File: config.mk
export PLATFORM = sky130hd
export DESIGN_NAME = aes_batch_io
export DESIGN_NICKNAME = d
export VERILOG_FILES = /design/src/rtl/aes_batch_io.sv
export SDC_FILE = /design/constraint.sdc
export NUM_CORES = 2
export LEC_CHECK = 0
export CAP_MARGIN = 20
export CELL_PAD_IN_SITES_DETAIL_PLACEMENT = 0
export CELL_PAD_IN_SITES_GLOBAL_PLACEMENT = 1
export CORE_AREA = 10 10 742 744
export DETAILED_ROUTE_END_ITERATION = 8
export DIE_AREA = 0 0 752 754
export PLACE_DENSITY_LB_ADDON = 0.1
export SYNTH_ARGS = -nofsm -noshare
export SYNTH_HDL_FRONTEND = slang
export SYNTH_SLANG_ARGS = --single-unit
File: constraint.sdc
create_clock -name clk -period 43.7 [get_ports clk]
set_clock_uncertainty 0.15 [all_clocks]
set_input_delay 8.74 -clock clk [delete_from_list [all_inputs] [get_ports clk]]
set_output_delay 8.74 -clock clk [all_outputs]
set_load 0.005 [all_outputs]
File: src/rtl/aes_batch_io.sv
// Stream adapter in front of an N-lane parallel AES array: gathers up to N
// (text, key) pairs, launches the array, then replays the N results one lane at a time.
module aes_batch_io #(
    parameter int N = 4
) (
    input  logic               clk,
    input  logic               rst,
    input  logic               in_valid,
    output logic               in_ready,
    input  logic [127:0]       in_text,
    input  logic [127:0]       in_key,
    input  logic               flush,
    output logic               out_valid,
    input  logic               out_ready,
    output logic [127:0]       out_text,
    output logic               out_last,
    output logic               aes_start,
    output logic [128*N-1:0]   aes_plain_text,
    output logic [128*N-1:0]   aes_cipher_key,
    input  logic               aes_done,
    input  logic [128*N-1:0]   aes_cipher_text,
    output logic               busy
);

    localparam int CW = $clog2(N + 1);

    typedef enum logic [1:0] {
        S_FILL,
        S_LAUNCH,
        S_WAIT,
        S_DRAIN
    } state_t;

    state_t         state, state_n;
    logic [CW-1:0]  count, count_n;
    logic [CW-1:0]  rd_ptr, sel_ptr;
    logic [127:0]   slot_text [N];
    logic [127:0]   slot_key  [N];
    logic [127:0]   result    [N];
    logic [127:0]   sel_text;
    logic           done_q;
    logic           in_fire, do_flush, capture, out_fire, last_fire;

    always_ff @(posedge clk) begin
        if (rst) state <= S_FILL;
        else     state <= state_n;
    end

    // A flush that coincides with a handshake is not taken here; it is seen again next cycle.
    always_comb begin
        state_n   = state;
        in_fire   = 1'b0;
        do_flush  = 1'b0;
        capture   = 1'b0;
        out_fire  = 1'b0;
        last_fire = 1'b0;
        case (state)
            S_FILL: begin
                in_fire = in_valid;
                if (in_valid) begin
                    if (count == CW'(N - 1)) state_n = S_LAUNCH;
                end else if (flush && count != '0) begin
                    do_flush = 1'b1;
                    state_n  = S_LAUNCH;
                end
            end
            S_LAUNCH: state_n = S_WAIT;
            S_WAIT: begin
                if (aes_done && !done_q) begin
                    capture = 1'b1;
                    state_n = S_DRAIN;
                end
            end
            S_DRAIN: begin
                out_fire  = out_valid && out_ready;
                last_fire = out_fire && out_last;
                if (last_fire) state_n = S_FILL;
            end
            default: state_n = S_FILL;
        endcase
    end

    always_comb begin
        count_n = count;
        if (in_fire)        count_n = count + CW'(1);
        else if (last_fire) count_n = '0;
        sel_ptr  = out_fire ? rd_ptr + CW'(1) : rd_ptr;
        sel_text = '0;
        for (int j = 0; j < N; j++) begin
            if (sel_ptr == CW'(j)) sel_text = result[j];
        end
    end

    // The first DRAIN cycle only presents lane 0, so out_valid trails the capture by one cycle.
    always_ff @(posedge clk) begin
        if (rst) begin
            count     <= '0;
            rd_ptr    <= '0;
            done_q    <= 1'b0;
            in_ready  <= 1'b1;
            aes_start <= 1'b0;
            busy      <= 1'b0;
            out_valid <= 1'b0;
            out_text  <= '0;
            out_last  <= 1'b0;
            for (int j = 0; j < N; j++) begin
                slot_text[j] <= '0;
                slot_key[j]  <= '0;
                result[j]    <= '0;
            end
        end else begin
            count     <= count_n;
            done_q    <= aes_done;
            in_ready  <= (state_n == S_FILL);
            aes_start <= (state_n == S_LAUNCH);
            busy      <= !(state_n == S_FILL && count_n == '0);
            for (int j = 0; j < N; j++) begin
                if (in_fire && count == CW'(j)) begin
                    slot_text[j] <= in_text;
                    slot_key[j]  <= in_key;
                end else if (do_flush && CW'(j) >= count) begin
                    slot_text[j] <= '0;
                    slot_key[j]  <= '0;
                end
                if (capture) result[j] <= aes_cipher_text[j*128 +: 128];
            end
            if (capture) rd_ptr <= '0;
            if (state == S_DRAIN) begin
                if (last_fire) begin
                    out_valid <= 1'b0;
                    out_last  <= 1'b0;
                    rd_ptr    <= '0;
                end else begin
                    out_valid <= 1'b1;
                    out_text  <= sel_text;
                    out_last  <= (sel_ptr == count - CW'(1));
                    rd_ptr    <= sel_ptr;
                end
            end
        end
    end

    for (genvar g = 0; g < N; g++) begin : g_lane
        assign aes_plain_text[g*128 +: 128] = slot_text[g];
        assign aes_cipher_key[g*128 +: 128] = slot_key[g];
    end

endmodule

==> results.md <==
* Mapped Area at slightly below 70000 um2
* Pwr per Cell Area at 41.1 nW/um2
* Fin nets at 7356
* CTS tree: built
* Vias per cell at between 3 and 4
* CTS max path bufs at 4
* Drt wl/cell at between 30 and 40 um
* Part of the cycle the worst path needs at 32.7%
* Util after Layout at approximately 19%
* Root Driver: clkbuf_16
* I/O pin cnt at between 1500 and 2000
* DR WL met2 at about 230000 um
* Placer Congestion at 0.767
* Cell Rows at approximately 270
* Post-route ant nets at 0
* Met3 routed WL at between 30000 and 40000 um
* Slowest stage delay, CP at roughly 760 ps
* Clock Latency Late Sink at 890 ps
* Max frequency at ~70 MHz
* Clk pin slew, worst setup/hold paths at approximately 50 ps
* Synth top area cells: edfxtp_1, and2_1, and3_1
* CP Buf/Inv Count at 7
* Post-CTS setup buffer count at 0
* Total Routed Length at around 440000 um
* Hold-fix buffers at CTS at 0
* Critical path capture point type: register
* CTS H-Tree Depth at 4
* Clock sink count at between 1500 and 2000
* Register area share after synthesis at 71.7%
* Largest net degree at the start of global routing at 158
* CP Max Fanout at ~160
* RSZ-0062 raised after global routing: no
* Post-synthesis async set-or-reset flop share at 0%
* Max Slew Vio Count at 0
* Syn avg cell area at between 10 and 15 um2
* Tmin final at between 10000 and 15000 ps
* Fillers at about 58000
* Synthesis Warnings at 0
* Slowest cell on crit path: buf_4
* Share of cells above drive strength 1 at a little under 6%
* Crit start category: primary input
* Max VDD drop at around 0.000037 V
* Final std cells w/o fill at 14000
* Wl on met1 at between 150000 and 200000 um
* Area Growth Syn to Fin at 50.8%
* CP Class: primary input to register
* Slew headroom at 11.4%
* Max_cap viols at 0
* CP cell instances: clkdlybuf4s50_1 > or3b_1 > nor3_4 > buf_4 > buf_4 > buf_4 > buf_4 > buf_12 > buf_4 > and3_1
* Synth top area share at between 60% and 70%
* Vias in the first global route at a little under 50000
* Yosys top cell by area: edfxtp_1
* Lkg Pwr at ~37 nW
* Drt pass-1 iters at 5
* Post-Place Cells at 13500
* Slew @ Worst Pin at roughly 1300 ps
* Post-cts gate resize count at 0
* Synth Net Count at around 5500
* Final Hold Slack at 379 ps
* Worst path required time at between 40000 and 50000 ps
* Hold violation total from the final report at 0
* First-pass GRT wire length at around 560000 um
* Post-DP Area at approximately 96000 um2
* Grt total ovfl at 0
* Fin Setup TNS at 0 ps
* Setup violations, final at 0
* Top delay family on crit path: buffers and inverters
* Unique masters post-synth at 46
* Total CTS buffers at 230
* Hold Crit Class: register to register
* Core area at approximately 540000 um2
* Top layer in use: met5
* Routed via count at ~49000
* Initial antenna violation count at 229
* Hpwl dp at 325000 um
* Die Wd at 752 um
* Total die area at around 570000 um2
* DR iter-0 viols at ~2800
* Starting Density at ~13%
* GRT Overall Usage at 14.6%
* Number of synthesized flops with an enable pin at 1536
* Post-synth top flop: edfxtp_1
* Crit path top cell by count: buf_4
* Buffers on Ports at roughly 1900
* Mapped Cells at between 4000 and 5000
* Status: finished, final reports clean
* Arrival @ worst endpoint at approximately 15000 ps
* Die height at ~750 um
* Final Instance Area at between 100000 and 150000 um2
* DRC errors left at 0
* Seq cells post-synth at 1678
[cell usage in the layout, fill, tap and decap left out, types with 62 or more instances in the layout]
cell / synthesis / routed
nor3_1: 135 / 135
buf_4: 11 / 62
a211oi_1: 128 / 128
and2_1: 1026 / 1026
edfxtp_1: 1536 / 1536
clkbuf_1: 251 / 72
and3_1: 513 / 513
nor2_1: 143 / 141
mux2i_1: 257 / 257
dfxtp_1: 142 / 140
a21oi_1: 136 / 136
o21bai_1: 130 / 128
clkdlybuf4s50_1: 0 / 1929
clkbuf_16: 0 / 233
a221oi_1: 128 / 128
[sequential cells by signal, summed over array words and instances, names as in the netlist, 2 cells and up]
register	flops
result	512
slot_key	512
slot_text	512
out_text	128
count	3
rd_ptr	3
state	2
[cell families after synthesis]
group           Yosys count  share of synthesized area, %
flops                  1678                          71.7
buf+inv                 408                          2.55
compound gates          537                          5.64
fa+ha+maj                 6                         0.110
xor+xnor                  7                        0.0898
simple gates           1845                          16.1
mux                     257                          3.77
[routing by layer]
metal,vias up,GRT usage [%]
li1,21300,-
met1,24800,16.8
met2,1845,27.1
met3,666,4.35
met4,66,2.28
met5,-,0
[tightest hold or removal path: cells and delay by family, from the launching register on]
| kind | cells | cell delay (ps) |
|---|---|---|
| AO/OA/AOI/OAI | 2 | 180 |
| flip-flops | 1 | 310 |
[final cells by class]
cell class                      count  area, um2  area share (%)
Clock buffer                      310       6170            5.99
Inverter                            4       15.0          0.0146
Timing Repair Buffer             2010      20200            19.6
Antenna cell                       43        108           0.104
Sequential cell                  1678      49000            47.5
Tap cell                         7181       8980            8.72
Multi-Input combinational cell   2652      17700            17.2
Clock inverter                    112        857           0.832
[synth_stat cells (all sizes together), types with 2 or more instances]
| master | number |
|---|---|
| nand2 | 9 |
| a211oi | 128 |
| mux2i | 257 |
| nor2b | 4 |
| o21bai | 130 |
| a21oi | 136 |
| and3 | 513 |
| nand3 | 2 |
| a21o | 2 |
| xnor2 | 4 |
| nor3 | 136 |
| nor2 | 143 |
| nor4 | 2 |
| a31oi | 2 |
| clkbuf | 324 |
| a221oi | 128 |
| nand3b | 2 |
| edfxtp | 1536 |
| and2 | 1027 |
| inv | 4 |
| buf | 80 |
| xor2 | 3 |
| dfxtp | 142 |
| o21ai | 4 |
| ha | 6 |
[report_power, final]
part / internal (mW) / switching [mW] / leakage (nW) / total [mW]
logic: 0.220 / 0.279 / 16.2 / 0.498
registers: 1.87 / 0.0406 / 17.2 / 1.91
clock network: 1.02 / 0.803 / 3.42 / 1.82
[metrics by stage]
step | power (mW) | worst slack (ps)
4_1_cts | 4.34 | 29580
5_1_grt | 4.41 | 29280
6_report | 4.23 | 29410
3_5_place_dp | 2.47 | 28560
2_1_floorplan | 2.07 | 21450
3_3_place_gp | 2.47 | 28640
[path summary, 6_finish.rpt]
kind / from / end / slack (ps) / cells past startpoint
worst min register to register: out_text[120]$_SDFFE_PP0P_ / out_text[120]$_SDFFE_PP0P_ / 380 / 2
worst max-delay path: in_valid / slot_text[2][110]$_SDFFCE_PP0P_ / 29410 / 10
worst min-delay path: out_text[120]$_SDFFE_PP0P_ / out_text[120]$_SDFFE_PP0P_ / 380 / 2
worst max register to register: count[0]$_SDFF_PP0_ / slot_text[1][126]$_SDFFCE_PP0P_ / 37200 / 13
No activity file was read; power rests on OpenSTA's default activity.
